File: src/rtl/mem_arb_pkg.sv
// Shared types and default widths for the L1 instruction/data memory-port arbiter.
package mem_arb_pkg;

    localparam int ADDR_W   = 32;
    localparam int LINE_W   = 256;
    localparam int OFFSET_W = 5;

    typedef enum logic [1:0] {
        IDLE = 2'd0,
        WAIT = 2'd1,
        RESP = 2'd2
    } state_t;

    typedef enum logic {
        GNT_I = 1'b0,
        GNT_D = 1'b1
    } gnt_t;

endpackage

File: src/rtl/arb_timeout_cnt.sv
// Saturating wait-cycle counter with a sticky flag raised once the count reaches TIMEOUT.
module arb_timeout_cnt #(
    parameter int TIMEOUT = 1023,
    parameter int TO_W    = 10
) (
    input  logic            CLK,
    input  logic            RESET,
    input  logic            clear,
    input  logic            enable,
    output logic [TO_W-1:0] count,
    output logic            timeout
);

    always_ff @(posedge CLK) begin
        if (RESET) begin
            count   <= '0;
            timeout <= 1'b0;
        end else begin
            if (clear) begin
                count <= '0;
            end else if (enable && (count != '1)) begin
                count <= count + 1'b1;
            end
            // Flag lands in the same cycle the count becomes TIMEOUT; never cleared by 'clear'.
            if (!clear && enable && (count >= TO_W'(TIMEOUT - 1))) begin
                timeout <= 1'b1;
            end
        end
    end

endmodule

File: src/rtl/mem_arbiter_l1.sv
// Round-robin arbiter sharing one memory line port between the L1 I-cache and D-cache.
module mem_arbiter_l1
    import mem_arb_pkg::*;
#(
    parameter int ADDR_W   = mem_arb_pkg::ADDR_W,
    parameter int LINE_W   = mem_arb_pkg::LINE_W,
    parameter int OFFSET_W = mem_arb_pkg::OFFSET_W,
    parameter int TIMEOUT  = 1023,
    parameter int TO_W     = 10
) (
    input  logic              CLK,
    input  logic              RESET,
    input  logic              i_req,
    input  logic [ADDR_W-1:0] i_addr,
    output logic [LINE_W-1:0] i_data,
    output logic              i_valid,
    input  logic              d_req,
    input  logic              d_we,
    input  logic [ADDR_W-1:0] d_addr,
    input  logic [LINE_W-1:0] d_wdata,
    output logic [LINE_W-1:0] d_rdata,
    output logic              d_valid,
    output logic              mem_req,
    output logic              mem_we,
    output logic [ADDR_W-1:0] mem_address,
    output logic [LINE_W-1:0] mem_wdata,
    input  logic [LINE_W-1:0] mem_data,
    input  logic              mem_valid,
    output logic              busy,
    output logic              timeout_err
);

    state_t          state;
    gnt_t            last_grant;
    gnt_t            winner;
    gnt_t            grant_sel;
    logic            grant_any;
    logic [TO_W-1:0] to_count_unused;

    function automatic logic [ADDR_W-1:0] line_align(input logic [ADDR_W-1:0] addr);
        return {addr[ADDR_W-1:OFFSET_W], {OFFSET_W{1'b0}}};
    endfunction

    // The I-cache wins a tie only when the D-cache was served last.
    assign grant_any = i_req | d_req;
    assign grant_sel = (i_req && (!d_req || (last_grant == GNT_D))) ? GNT_I : GNT_D;
    assign busy      = (state != IDLE);

    arb_timeout_cnt #(
        .TIMEOUT (TIMEOUT),
        .TO_W    (TO_W)
    ) u_timeout (
        .CLK     (CLK),
        .RESET   (RESET),
        .clear   ((state == IDLE) && grant_any),
        .enable  ((state == WAIT) && !mem_valid),
        .count   (to_count_unused),
        .timeout (timeout_err)
    );

    always_ff @(posedge CLK) begin
        if (RESET) begin
            state       <= IDLE;
            last_grant  <= GNT_D;
            winner      <= GNT_I;
            mem_req     <= 1'b0;
            mem_we      <= 1'b0;
            mem_address <= '0;
            mem_wdata   <= '0;
            i_data      <= '0;
            i_valid     <= 1'b0;
            d_rdata     <= '0;
            d_valid     <= 1'b0;
        end else begin
            i_valid <= 1'b0;
            d_valid <= 1'b0;
            case (state)
                IDLE: begin
                    if (grant_any) begin
                        winner  <= grant_sel;
                        mem_req <= 1'b1;
                        state   <= WAIT;
                        if (grant_sel == GNT_D) begin
                            mem_we      <= d_we;
                            mem_address <= line_align(d_addr);
                            mem_wdata   <= d_wdata;
                        end else begin
                            mem_we      <= 1'b0;
                            mem_address <= line_align(i_addr);
                            mem_wdata   <= '0;
                        end
                    end
                end
                WAIT: begin
                    if (mem_valid) begin
                        if (winner == GNT_I) begin
                            i_data  <= mem_data;
                            i_valid <= 1'b1;
                        end else begin
                            if (!mem_we) begin
                                d_rdata <= mem_data;
                            end
                            d_valid <= 1'b1;
                        end
                        mem_req    <= 1'b0;
                        last_grant <= winner;
                        state      <= RESP;
                    end
                end
                RESP: state <= IDLE;
                default: state <= IDLE;
            endcase
        end
    end

endmodule

File: config.mk
export PLATFORM = sky130hd
export DESIGN_NAME = mem_arbiter_l1
export DESIGN_NICKNAME = d
export VERILOG_FILES = /design/src/rtl/mem_arb_pkg.sv /design/src/rtl/arb_timeout_cnt.sv /design/src/rtl/mem_arbiter_l1.sv
export SDC_FILE = /design/constraint.sdc
export NUM_CORES = 1
export LEC_CHECK = 0
export ABC_CLOCK_PERIOD_IN_PS = 2500
export BUFFER_PORTS_ARGS = -buffer_cell sky130_fd_sc_hd__buf_2
export CAP_MARGIN = 20
export CELL_PAD_IN_SITES_DETAIL_PLACEMENT = 0
export CELL_PAD_IN_SITES_GLOBAL_PLACEMENT = 1
export CORE_AREA = 2 2 542 544
export DETAILED_ROUTE_END_ITERATION = 10
export DIE_AREA = 0 0 544 546
export PLACE_DENSITY_LB_ADDON = 0.1
export SYNTH_ARGS = -nofsm -noshare
export SYNTH_HDL_FRONTEND = slang
export SYNTH_HIERARCHICAL = 1
export SYNTH_SLANG_ARGS = --single-unit
File: constraint.sdc
create_clock -name CLK -period 2.5 [get_ports CLK]
set_clock_uncertainty 0.05 [all_clocks]
set_input_delay 0.5 -clock CLK [delete_from_list [all_inputs] [get_ports CLK]]
set_output_delay 0.5 -clock CLK [all_outputs]
set_load 0.1 [all_outputs]
==> metrics <==
vias in the first global route 30300; critical path class reg2out; Core Area 292000 um2; critical path launch point type flip-flop; top cell type's share of synthesized area 53.9%; maxcap violations 0; clock latency at the later pin of the worst-skew pair about 850 ps; initial core utilization 10.4%; CTS max path bufs 4; status complete, no violations; Commonest cells post-synth 814 x dfxtp_1, 517 x nand2_1, 514 x nand2b_1; leading area contributor after synthesis dfxtp_1; initial antenna violation count 63; Worst slew margin 38.1%; syn_area_per_cell a little under 10 um2; Post-Syn Area 30200 um2; flop2flop setup slack roughly 230 ps; Final period util 94.1%; Leak 23.1 nW; final hold violations 0; DR DRC count 0; fin util 17.6%; Sw Share 34.0%; prevailing post-synth register cell dfxtp_1; GRT Overall Usage 12.9%; global placer's final weighted congestion approximately 0.77; RSZ-0062 raised after global routing no; slowest stage cell on the critical path dfxtp_1; vias per cell roughly 3.2; CTS tree yes; # rows between 150 and 200; num ports 1388; final worst slack 148 ps; Layout Nets 5536; clock transition at the registers of the reported paths 50 ps; setup tns final 0 ps; Ys Warns 6; Final setup viols 0; CP peak stage delay 490 ps; die area 297000 um2; combinational share of power 19.7%; max-slew violations 0; 1st-iter DRT viols 1237; CTS H-tree lvls 3; Critical Path AT roughly 1800 ps; drt wl/cell 22.2 um; Die Ht 546 um; Highest Signal Layer met5; CTS root buf clkbuf_16; Cell variety after synth 44; Synth area leaders dfxtp_1 54%, nand2b_1 11%, mux2i_1 8.5%; Post-Syn Instances 3058; Worst-Margin Slew 929 ps; #FFs+latches synth 814; Final min period 2350 ps; crit path buf inv count 2; Area Growth Syn to Fin 70.1%; largest net degree at the start of global routing 108; Worst Hold Class in2reg; CP required 1950 ps; routed via count 29100; Max IR drop VDD about 0.55 mV; ANT nets after route 0; clock power share 44.9%; GR Overflow Total 0; met2 wire length 103000 um; number of port buffers between 1000 and 1500; number of enable flip-flop cells after synthesis 0; Flop pwr share 35.4%; pre-CTS setup slack 281 ps; worst-path maximum fanout 7; WL met3 between 15000 and 20000 um; 1st-pass router iterations 4; met1 wire length 73500 um; # fillers 33000; Max Freq 425 MHz; Routed WL 200000 um; HPWL Detailed 155000 um; asr flop ratio synth 0%; ordered list of cells on the worst path nor2_4, inv_1, buf_6; layout cells sized above 1 approximately a third; most common cell in the synthesized netlist dfxtp_1; switching pwr 13.2 mW; Clock Sinks 814; first-pass GRT wire length around 270000 um; PwrDens 754 nW/um2; sequential area share after synthesis ~54%; setup repair bufs after CTS 0; die width 544 um; Top delay family on crit path flip-flops; internal power 25.6 mW; Num CTS Buffers 122; Crit. End Element output pin
==> layout make-up <==
type	count	area (um2)	area share (%)
multi-input combinational	1982	12400	24.2
antenna	45	113	0.219
clock buffer	189	3570	6.95
timing repair buffer	2027	13800	26.7
tap	3919	4900	9.53
inverter	5	18.8	0.0365
sequential	814	16300	31.7
clock inverter	34	340	0.662
==> tightest hold or removal path: stages <==
cell     delay (ps)
buf_2           150
inv_1           110
o21ai_0         170
a21oi_1          60
==> layer usage <==
layer  track usage (%)  vias up
met5                 0        -
met4              3.28       22
met3              5.22      228
met2              24.0     1006
met1              13.1    13700
li1                  -    14200
==> power groups by stage <==
stage          Clock (mW)  Sequential (mW)  Combinational, mW
3_5_place_dp            0             14.0               6.95
2_1_floorplan           0             17.4               1.41
3_3_place_gp            0             14.0               6.96
6_report             17.4             13.7               7.66
5_1_grt              18.8             13.8               8.04
4_1_cts              18.4             13.7               7.85
==> flip-flops by register name, summed over array words and instances, names as in the netlist <==
signal	flops
d_valid	1
d_rdata	256
u_timeout/count	10
last_grant	1
i_data	256
state	2
mem_wdata	256
mem_address	27
i_valid	1
u_timeout/timeout	1
mem_req	1
mem_we	1
winner	1
==> placed cells by master (no fill, tap or decap), types with 3 or more instances in the layout <==
| master | n |
|---|---|
| clkinvlp_4 | 3 |
| nor2_1 | 16 |
| nor3_1 | 4 |
| buf_4 | 49 |
| clkbuf_16 | 122 |
| clkbuf_1 | 40 |
| buf_12 | 42 |
| inv_1 | 5 |
| nand2b_1 | 514 |
| nand2_1 | 517 |
| conb_1 | 5 |
| inv_6 | 4 |
| diode_2 | 45 |
| clkinv_2 | 19 |
| mux2i_1 | 256 |
| dfxtp_1 | 813 |
| buf_2 | 1366 |
| clkbuf_8 | 27 |
| o21ai_0 | 30 |
| a311oi_1 | 27 |
| a21oi_1 | 288 |
| xnor2_1 | 6 |
| nand3_1 | 32 |
| dlygate4sd3_1 | 568 |
| a22o_1 | 257 |
| bufinv_16 | 4 |
==> final timing paths <==
check,start,to,depth (start not counted)
max,state[0],busy,3
min,i_req,winner,4
max reg2reg,last_grant,mem_address[13],5
min reg2reg,i_data[238],i_data[238],2
==> timing repair <==
action	CTS	global route
endpoints found under the hold margin	795	0
setup endpoints to repair	5	0
resized for setup	7	0
hold buffers	568	0
==> through the flow <==
step | cells | hold WS [ps] | area, um2 | power, mW
2_1_floorplan | 3062 | 379 | 30200 | 18.8
3_3_place_gp | 8179 | 391 | 41700 | 21.0
3_5_place_dp | 8179 | 393 | 41700 | 21.0
4_1_cts | 8970 | 42.4 | 51300 | 40.0
5_1_grt | 9005 | 43.5 | 51400 | 40.6
6_report | 9015 | 176 | 51400 | 38.8
==> cell families after synthesis <==
family          count (synthesis)  share of synthesized area, %
mux                           256                          8.48
other cells                     1                        0.0124
fa+ha+maj                       2                        0.0828
xor+xnor                        6                         0.174
compound gates                611                          13.8
simple gates                 1102                          18.4
flops                         814                          53.9
buf+inv                       266                          5.12
(Power assumes the default switching activity.)
